==> src/rtl/seg7_scan_ctrl.sv <==
`default_nettype none
// +----------------------------------------------------------------------------
// | Module  : seg7_scan_ctrl
// | Brief   : Time-multiplexed seven-segment scan controller with LT/BI/RBI
// |           style lamp test, blanking and leading-zero suppression.
// | Revision: 1.0 - initial release
// +----------------------------------------------------------------------------
module seg7_scan_ctrl #(
  parameter int NUM_DIGITS = 4,
  parameter int PRESCALE   = 1000,
  parameter int GUARD      = 1
) (
  input  logic                    clk,
  input  logic                    rst_n,
  input  logic                    load,
  output logic                    ready,
  input  logic [4*NUM_DIGITS-1:0] bcd_in,
  input  logic                    lt_n,
  input  logic                    bi_n,
  input  logic                    lzs_en,
  output logic [6:0]              seg,
  output logic [NUM_DIGITS-1:0]   an,
  output logic                    frame_done
);

  localparam int CW = $clog2(PRESCALE);
  localparam int IW = $clog2(NUM_DIGITS);
  localparam int DW = 4 * NUM_DIGITS;
  localparam logic [CW-1:0] CNT_LAST = CW'(PRESCALE - 1);
  localparam logic [CW-1:0] GUARD_C  = CW'(GUARD);
  localparam logic [IW-1:0] IDX_LAST = IW'(NUM_DIGITS - 1);

  logic [CW-1:0]         cnt_q, cnt_d;
  logic [IW-1:0]         idx_q, idx_d;
  logic [DW-1:0]         disp_q, disp_d;
  logic [DW-1:0]         pend_q, pend_d;
  logic                  pend_valid_q, pend_valid_d;
  logic [6:0]            seg_q, seg_d;
  logic [NUM_DIGITS-1:0] an_q, an_d;
  logic                  frame_done_q, frame_done_d;

  logic                  w_wrap;
  logic                  w_boundary;
  logic [3:0]            w_sel_digit;
  logic                  w_sel_blank;

  function automatic logic [6:0] bcd_to_seg(input logic [3:0] d);
    case (d)
      4'd0:    bcd_to_seg = 7'h7E;
      4'd1:    bcd_to_seg = 7'h30;
      4'd2:    bcd_to_seg = 7'h6D;
      4'd3:    bcd_to_seg = 7'h79;
      4'd4:    bcd_to_seg = 7'h33;
      4'd5:    bcd_to_seg = 7'h5B;
      4'd6:    bcd_to_seg = 7'h5F;
      4'd7:    bcd_to_seg = 7'h70;
      4'd8:    bcd_to_seg = 7'h7F;
      4'd9:    bcd_to_seg = 7'h7B;
      default: bcd_to_seg = 7'h01;
    endcase
  endfunction

  assign ready      = !pend_valid_q;
  assign seg        = seg_q;
  assign an         = an_q;
  assign frame_done = frame_done_q;

  assign w_wrap     = (cnt_q == CNT_LAST);
  assign w_boundary = w_wrap && (idx_q == IDX_LAST);

  // Walk from the most significant digit down; a digit is a leading zero
  // while every digit above it (and itself) is zero. Digit 0 always shows.
  always_comb begin : p_digit_sel
    logic zero_run;
    zero_run    = 1'b1;
    w_sel_digit = 4'd0;
    w_sel_blank = 1'b0;
    for (int i = NUM_DIGITS - 1; i >= 0; i--) begin
      zero_run = zero_run && (disp_q[4*i +: 4] == 4'd0);
      if (idx_q == IW'(i)) begin
        w_sel_digit = disp_q[4*i +: 4];
        w_sel_blank = zero_run && (i != 0);
      end
    end
  end

  always_comb begin
    cnt_d        = w_wrap ? '0 : cnt_q + CW'(1);
    idx_d        = idx_q;
    disp_d       = disp_q;
    pend_d       = pend_q;
    pend_valid_d = pend_valid_q;
    frame_done_d = w_boundary;

    if (w_wrap) begin
      idx_d = (idx_q == IDX_LAST) ? '0 : idx_q + IW'(1);
    end

    // A load only lands when nothing is pending, so a boundary commit and a
    // fresh capture can never collide on the same edge.
    if (w_boundary && pend_valid_q) begin
      disp_d       = pend_q;
      pend_valid_d = 1'b0;
    end else if (load && !pend_valid_q) begin
      pend_d       = bcd_in;
      pend_valid_d = 1'b1;
    end

    for (int i = 0; i < NUM_DIGITS; i++) begin
      an_d[i] = (cnt_q >= GUARD_C) && (idx_q == IW'(i));
    end

    if (!bi_n) begin
      seg_d = 7'h00;
    end else if (!lt_n) begin
      seg_d = 7'h7F;
    end else if (lzs_en && w_sel_blank) begin
      seg_d = 7'h00;
    end else begin
      seg_d = bcd_to_seg(w_sel_digit);
    end
  end

  always_ff @(posedge clk or negedge rst_n) begin
    if (!rst_n) begin
      cnt_q        <= '0;
      idx_q        <= '0;
      disp_q       <= '0;
      pend_q       <= '0;
      pend_valid_q <= 1'b0;
      seg_q        <= 7'h00;
      an_q         <= '0;
      frame_done_q <= 1'b0;
    end else begin
      cnt_q        <= cnt_d;
      idx_q        <= idx_d;
      disp_q       <= disp_d;
      pend_q       <= pend_d;
      pend_valid_q <= pend_valid_d;
      seg_q        <= seg_d;
      an_q         <= an_d;
      frame_done_q <= frame_done_d;
    end
  end

endmodule
`default_nettype wire

==> config.mk <==
export PLATFORM = sky130hd
export DESIGN_NAME = seg7_scan_ctrl
export DESIGN_NICKNAME = d
export VERILOG_FILES = /design/src/rtl/seg7_scan_ctrl.sv
export SDC_FILE = /design/constraint.sdc
export NUM_CORES = 1
export LEC_CHECK = 0
export CAP_MARGIN = 10
export CORE_MARGIN = 3
export CORE_UTILIZATION = 40
export DETAILED_ROUTE_END_ITERATION = 8
export HOLD_SLACK_MARGIN = 0.03
export PLACE_DENSITY_LB_ADDON = 0.25
export SETUP_SLACK_MARGIN = 0.5
export SLEW_MARGIN = 20
export SYNTH_ARGS = -nofsm -noshare
export SYNTH_HDL_FRONTEND = slang
export SYNTH_SLANG_ARGS = --single-unit
==> constraint.sdc <==
create_clock -name clk -period 5.2 [get_ports clk]
set_input_delay 1.04 -clock clk [delete_from_list [all_inputs] [get_ports clk]]
set_output_delay 1.04 -clock clk [all_outputs]
set_load 0.05 [all_outputs]
; After elaboration in Yosys (flattened, before gate mapping)
; Memory sizes are Yosys's and may differ from the RTL's.
; Cells that the tools add are included.
[word_totals]
ff_bits = 57
memories = 1
word_cells = 49
rom_bits = 112
[classes]
n_lt_le_gt_ge = 1
n_reduce_logical = 17
add_sub_neg = 2
eq_ne = 4
n_mux = 15
bitwise_logic = 1
[memory_table]
columns = name, words, word_bits, rd, rd_ports_with_merged_regs, write_ports, line_no
row1 = (no name shown), 16, 7, 1, 0, 0, 48  ; case (d)
[ops]
columns = operator, count
row1 = 7-bit two-way mux, 3
row2 = 4-bit two-way mux, 4
row3 = 4-bit logical NOT, 3
row4 = 10-bit by 1-bit adder with 10-bit output (second input constant), 1
row5 = 10-bit == test (second input constant), 1
row6 = 10-bit by 1-bit greater-or-equal comparator with 1-bit output (second input constant), 1
row7 = 1-bit logical AND, 10
row8 = 10-bit two-way mux, 1
row9 = 1-bit two-way mux, 6
row10 = 2-bit == test (second input constant), 2
row11 = 2-bit by 1-bit adder with 2-bit output (second input constant), 1
row12 = 2-bit by 1-bit == test with 1-bit output (second input constant), 1
row13 = 2-bit logical NOT, 1
row14 = 2-bit two-way mux, 1
row15 = 2-bit AND reduction, 1
row16 = 2-bit nonzero test, 1
row17 = 1-bit logical NOT, 1
row18 = 1-bit NOT, 1

; Logic depth before layout (Yosys ltp)
; Gate-level depths: netlist of the first run.
[depth]
ltp_word = 9
depth_mapped = 11

; Worst setup path before layout of the first run
; Ideal clock, no wire load.
[synth_path]
path_kind = reg2reg
startpoint = register idx_q[0]
endpoint = register seg_q[2], in the netlist seg[2]
period_less_slack_ps = 2127
arrival_time_ps = 2005
path_slack_ps = 3073
path_buffers = 1
stages_incl_launch_ff = 12
t_required_ps = 5077
cell_sequence = dfrtp_1 inv_1 ha_1 buf_2 nand2b_1 o22ai_1 a31oi_1 inv_1 ha_1 o21ai_0 a21oi_1 o221a_2
[synth_between]
elab_chain_len = 9
word_cells_on_any_way = 17
[synth_rtl]
columns = element, line_no
row1 = start: declaration, 34  ; logic [IW-1:0] idx_q, idx_d;
row2 = start signal: assignment, 136  ; idx_q <= idx_d;
row3 = 2-bit == test, 80  ; if (idx_q == IW'(i)) begin
row4 = 4-bit two-way mux / 1-bit two-way mux (equally long branches) (4 in a row), 80
row5 = memory 16 x 7 bit / 1-bit logical AND (equally long branches), --
row6 = 7-bit two-way mux *, 117  ; end else if (lzs_en && w_sel_blank) begin
row7 = 7-bit two-way mux *, 115  ; end else if (!lt_n) begin
row8 = 7-bit two-way mux *, 113  ; if (!bi_n) begin
row9 = net seg_d[2], 38  ; logic [6:0] seg_q, seg_d;
row10 = end signal: assignment, 140  ; seg_q <= seg_d;
row11 = end: declaration, 38
; The timed path passes the listed nets; every way through them passes the cells marked *.
; A chain may end at the register's enable or synchronous reset.

; Worst setup path after layout of the first run
[layout_path]
startpoint = register pend_valid_q
endpoint = output port ready
[layout_between]
elab_chain_len = 1
[layout_rtl]
columns = element, line_no
row1 = start: declaration, 37  ; logic pend_valid_q, pend_valid_d;
row2 = start signal: assignment, 139  ; pend_valid_q <= pend_valid_d;
row3 = 1-bit logical NOT, 63  ; assign ready = !pend_valid_q;
row4 = end: declaration, 16  ; output logic ready,
; No other way between the ends.

==> impl_metrics.py, run 1 <==
metrics = {
    "hold_path": {
        "worst_hold_path_type": "flip-flop to flip-flop",
    },
    "yosys": {
        "synth-xor-area-share": 0.0195,
        "netlist_instances": 220,
        "ys.warnings.count": 0,
        "synthesis.nets": 254,
        "synth_seq_cells": 57,
        "seq_area_frac_synth": 0.530,
        "largest_family_of_logic_cells_by_synthesized_area": "multiplexers",
        "synthesized_area_fraction_occupied_by_ao_oa_aoi_and_oai_cells": 0.0939,
        "dominantRegCellSynth": "dfrtp_1",
        "synthMuxAreaShare": 0.151,
        "synth_area_mm2": 0.00269,
        "synth-adder-area-share": 0.0558,
        "distinct_cell_type_count_of_the_synthesized_netlist": 43,
        "async_reset_ff_frac": 1.00,
        "syn_avg_cell_area_um2": 12.2,
        "synth_simple_gate_area_frac": 0.117,
        "synth_edf_count": 0,
    },
    "cts": {
        "tritoncts_clock_tree": "built",
        "post-cts-setup-buffers": 0,
        "clkTransAtPathRegs_ns": 0.06,
        "deepest_level_of_the_cts_h_tree": 3,
        "ctsHoldBuffers": 0,
        "clock_tree.root_cell": "clkbuf_8",
        "cts-buffers-inserted": 9,
        "cts.repair.resized": 0,
        "cts_buffer_depth": 2,
        "cts_sinks": 57,
        "clk-insertion-delay-late_ns": 0.34,
    },
    "global_routing": {
        "globalRouteTotalUtil": 0.148,
        "grt_remaining_overflow": 0,
        "first_global_vias": 1798,
        "grt_pass1_wl_mm": 8.52,
        "grt_max_degree": 58,
        "antenna_found_initial": 0,
    },
    "setup_path": {
        "critical_path_class": "flip-flop to primary output",
        "regToRegSetupSlack_ns": 2.79,
        "slowest_stage_cell_crit_path": "clkdlybuf4s50_1",
        "crit_path_max_incr_delay_ns": 0.79,
        "element_type_at_the_critical_path_start": "flip-flop",
        "timing.critical_path.fanout_max": 4,
        "cp_data_required_time_ns": 4.16,
        "cell_chain_of_the_critical_path": "inv_1, clkdlybuf4s50_1",
        "arrival_ns": 1.63,
        "critPathCaptureType": "primary output",
    },
    "final_layout": {
        "num-fill-cells": 584,
        "drive_gt1_frac": 0.213,
        "num_antenna_cells": 0,
        "final_net_count": 292,
        "area.growth.synth_to_final_pct": 21.9,
        "final_cell_area_mm2": 0.00328,
    },
    "placement": {
        "gp_congestion": 0.820,
        "preCtsSetupSlack_ns": 2.79,
        "buffer_ports.inserted": 34,
        "placed_area_mm2": 0.00309,
        "dpl.hpwl_mm": 3.29,
    },
    "timing": {
        "layout_min_cycle_time_ns": 2.67,
        "max_freq_mhz": 374,
        "hold_viol_final": 0,
        "drv_slew": 0,
        "timing.final.setup_violations": 0,
        "tightest_slew_ns": 0.703,
        "totalNegativeSetupSlack_ns": 0,
        "clock-skew-final_ns": 0.00757,
        "grt_setup_unrepaired": "false",
        "final_min_period_over_clock_period": 0.514,
        "worst_slack_ns": 2.53,
        "worst_slew_margin_rel": 0.531,
    },
    "floorplan": {
        "start_util": 0.419,
        "io-pin-count": 35,
        "design.core.area_mm2": 0.00642,
        "fp.dieArea_mm2": 0.00775,
        "die_span_in_y_um": 88.0,
        "placement_row_count": 29,
        "die-width_um": 88.0,
    },
    "routing": {
        "wirelength_mm": 4.67,
        "first_pass_iters": 4,
        "vias_per_cell": 5.05,
        "drc_violation_total_after_the_first_tritonroute_iteration": 77,
        "detailroute.via_count": 1716,
        "drc_errors": 0,
        "final_antenna_net_count": 0,
        "routedWlPerCell_um": 13.7,
    },
    "status": {
        "status": "completed",
    },
    "power_and_ir_drop": {
        "leakagePower_nw": 1.48,
        "power.density_mw_per_mm2": 283,
        "finalPower_w": 0.000929,
        "max-vdd-ir-drop_uv": 214,
    },
    "flow_run": {
        "maxCapViolations": 0,
    },
}
[placed cells by master, fill, tap and decap left out, drive strengths merged, types with 4 or more instances in the layout]
cell           instances
ha                    12
mux2                  33
nand2                 11
and2                   4
nand3                  8
dfrtp                 57
inv                   11
nor2                  18
a21oi                  5
clkdlybuf4s50         33
clkbuf                13
o21ai                  7
a211oi                 5
[path summary, 6_finish.rpt]
check / cells past startpoint / from / endpoint
worst max-delay path: 2 / pend_valid_q$_DFFE_PN0P_ / ready
worst max register to register: 10 / idx_q[0]$_DFFE_PN0P_ / seg[2]$_DFF_PN0_
max in group asynchronous: 2 / rst_n / seg[0]$_DFF_PN0_
worst min register to register: 1 / pend_q[12]$_DFFE_PN0P_ / disp_q[12]$_DFFE_PN0P_
worst min-delay path: 1 / pend_q[12]$_DFFE_PN0P_ / disp_q[12]$_DFFE_PN0P_
min in group asynchronous: 2 / rst_n / pend_q[11]$_DFFE_PN0P_
[state kept, by name, indices dropped and copies added, names as in the netlist]
register / flops
pend_valid_q: 1
pend_q: 16
frame_done: 1
an: 4
seg: 7
disp_q: 16
idx_q: 2
cnt_q: 10
[final cells by class]
class                   instances  area (um2)  area share
flip-flops and latches         57        1430       0.435
inverters                      11        41.3      0.0126
repair buffers                 36         350       0.107
multi-input cells             143        1180       0.359
well taps                      77        96.3      0.0294
clock inverters                 3        40.0      0.0122
clock buffers                  13         149      0.0454
[stage by stage]
step	cells	utilization	hold slack, ns
after floorplan	220	-	0.473
after global placement	324	0.481	0.490
after detailed placement	324	0.481	0.492
after CTS	340	0.511	0.507
after global routing	340	0.511	0.516
final	340	0.511	0.501
[routing by layer]
layer  vias to the layer above  share of wire  track usage
li1                        857              -            -
met1                       820           0.47        0.189
met2                        33           0.46        0.221
met3                         6          0.048       0.0452
met4                         0          0.017       0.0893
met5                         -              0            0
[cells in the mapped netlist, drive strengths merged (3+ instances only)]
cell type   n  area share
mux2       33        0.15
nand2      11       0.015
a21oi       5      0.0093
clkbuf      3      0.0046
nand3       8       0.021
a211oi      5       0.014
and2        4      0.0093
ha         12       0.056
buf         6       0.013
xnor2       3      0.0098
nor2b       3      0.0070
o21ai       7       0.014
dfrtp      57        0.53
nor4b       3      0.0098
xor2        3      0.0098
o211ai      3       0.010
inv        11       0.015
nor2       18       0.025
nand3b      3      0.0084
[power by group]
part / switching, W / internal (W)
Combinational: 0.0000280 / 0.0000326
Sequential: 0.00000852 / 0.000463
Clock: 0.000164 / 0.000233
[cells by family (layout without fill, tap and decap cells)]
logic type,after synthesis,in the layout
xor+xnor,6,6
compound gates,35,35
fa+ha+maj,12,12
simple gates,57,57
flops,57,57
buf+inv,20,63
mux,33,33
[worst max-delay path, delay by kind of cell, from the launching register on]
kind	cells	cell delay (ns)
flip-flops	1	0.43
buffers and inverters	2	0.86
No activity file was read; power rests on OpenSTA's default activity.
==> run 2: changes to the inputs <==
Clock period 5.2 ns to 2.4 ns, I/O delays scaled along.
==> impl_metrics.py, run 2 (synthesis gave the netlist of run 1 again) <==
metrics = {
    "floorplan": {
        "design.core.area_mm2": 0.00642,
        "fp.dieArea_mm2": 0.00775,
        "placement_row_count": 29,
        "die_span_in_y_um": 88.0,
        "die-width_um": 88.0,
        "start_util": 0.419,
        "io-pin-count": 35,
    },
    "final_layout": {
        "layout.cells.most_common_list": "dfrtp_1, mux2_2, clkdlybuf4s50_1",
        "final_common_cell": "dfrtp_1",
        "final_net_count": 306,
        "area.growth.synth_to_final_pct": 34.9,
        "num_antenna_cells": 0,
        "drive_gt1_frac": 0.379,
        "final_cell_area_mm2": 0.00363,
        "biggestRegsByFlops": "disp_q: 16 flops, pend_q: 16 flops, cnt_q: 10 flops",
    },
    "routing": {
        "drc_errors": 0,
        "vias_per_cell": 5.20,
        "detailroute.via_count": 1842,
        "routedWlPerCell_um": 14.7,
        "final_antenna_net_count": 0,
        "first_pass_iters": 4,
        "drc_violation_total_after_the_first_tritonroute_iteration": 98,
        "wirelength_mm": 5.21,
    },
    "timing": {
        "worst_slew_margin_rel": 0.575,
        "drv_slew": 0,
        "layout_min_cycle_time_ns": 1.99,
        "final_min_period_over_clock_period": 0.828,
        "max_freq_mhz": 503,
        "grt_setup_unrepaired": "true",
        "totalNegativeSetupSlack_ns": 0,
        "hold_viol_final": 0,
        "final.hold.worst_slack_ns": 0.165,
        "timing.final.setup_violations": 0,
        "tightest_slew_ns": 0.637,
        "clock-skew-final_ns": 0.00541,
    },
    "cts": {
        "cts_buffer_depth": 2,
        "clock_tree.root_cell": "clkbuf_8",
        "clkTransAtPathRegs_ns": 0.06,
        "deepest_level_of_the_cts_h_tree": 3,
        "cts_sinks": 57,
        "tritoncts_clock_tree": "built",
        "cts-buffers-inserted": 9,
        "clk-insertion-delay-late_ns": 0.33,
    },
    "setup_path": {
        "timing.critical_path.fanout_max": 7,
        "critPathCaptureType": "flip-flop",
        "arrival_ns": 2.21,
        "critical_path_class": "flip-flop to flip-flop",
        "worstSetupStartpoint": "idx_q[0]$_DFFE_PN0P_",
        "cp_data_required_time_ns": 2.62,
        "regToRegStartpoint": "idx_q[0]$_DFFE_PN0P_",
        "element_type_at_the_critical_path_start": "flip-flop",
    },
    "global_routing": {
        "grt_max_degree": 31,
        "globalRouteTotalUtil": 0.142,
        "grt_remaining_overflow": 0,
        "grt_pass1_wl_mm": 8.39,
        "antenna_found_initial": 0,
        "first_global_vias": 1762,
    },
    "placement": {
        "buffer_ports.inserted": 34,
        "dpl.hpwl_mm": 3.50,
        "placed_area_mm2": 0.00318,
        "gp_congestion": 0.875,
    },
    "power_and_ir_drop": {
        "power.density_mw_per_mm2": 559,
        "leakagePower_nw": 1.61,
        "max-vdd-ir-drop_uv": 356,
    },
    "status": {
        "status": "completed",
    },
    "flow_run": {
        "maxCapViolations": 0,
    },
    "hold_path": {
        "worst_hold_path_type": "primary input to asynchronous set/reset pin",
    },
}
[run 2: layout make-up]
cell class / count / area, um2
multi-input combinational: 143 / 1390
tap: 77 / 96.3
timing repair buffer: 50 / 469
clock buffer: 10 / 138
clock inverter: 6 / 57.6
inverter: 11 / 48.8
fill: 544 / 2790
sequential: 57 / 1430
[run 2: final timing paths]
kind,to,slack (ns),cells after the start
hold / removal,cnt_q[9]$_DFF_PN0_,0.17,1
setup / recovery,seg[2]$_DFF_PN0_,0.41,10
max in group asynchronous,idx_q[1]$_DFFE_PN0P_,1.65,2
setup reg to reg,seg[2]$_DFF_PN0_,0.41,10
hold reg to reg,disp_q[3]$_DFFE_PN0P_,0.50,1
min in group clk,disp_q[3]$_DFFE_PN0P_,0.50,1
[run 2: through the flow]
stage	worst slack [ns]	cells	utilization	total power, W
4_1_cts	0.440	349	0.542	0.00205
3_5_place_dp	0.251	326	0.495	0.00118
3_3_place_gp	0.284	326	0.495	0.00117
5_1_grt	0.343	354	0.565	0.00213
6_report	0.412	354	0.565	0.00203
2_1_floorplan	0.474	220	-	0.00110
[run 2: critical path, stage by stage (launching register included)]
cell	delay [ns]
dfrtp_2	0.47
inv_4	0.11
ha_4	0.19
nand2b_4	0.15
o22ai_4	0.07
a31oi_4	0.22
inv_4	0.08
ha_4	0.17
o21ai_2	0.11
a21oi_1	0.06
o221a_2	0.25
[run 2: per-layer routing]
| metal | vias to the layer above | GRT usage | share of wire |
|---|---|---|---|
| met5 | - | 0 | 0 |
| met4 | 0 | 0.0618 | 0.017 |
| met3 | 10 | 0.0376 | 0.050 |
| met2 | 50 | 0.216 | 0.50 |
| met1 | 901 | 0.190 | 0.43 |
| li1 | 881 | - | - |
[run 2: where the power goes]
group | leakage [nW] | internal [W] | switching (W)
Clock | 0.102 | 0.000499 | 0.000376
Combinational | 0.785 | 0.0000699 | 0.0000636
Sequential | 0.721 | 0.00100 | 0.0000187
[run 2: what timing repair did]
action	in CTS	in global routing
hold endpoints to repair	0	0
setup endpoints to repair	29	9
buffers inserted	7	5
hold buffers	0	0
gates resized for setup	27	24
pin swaps	10	14
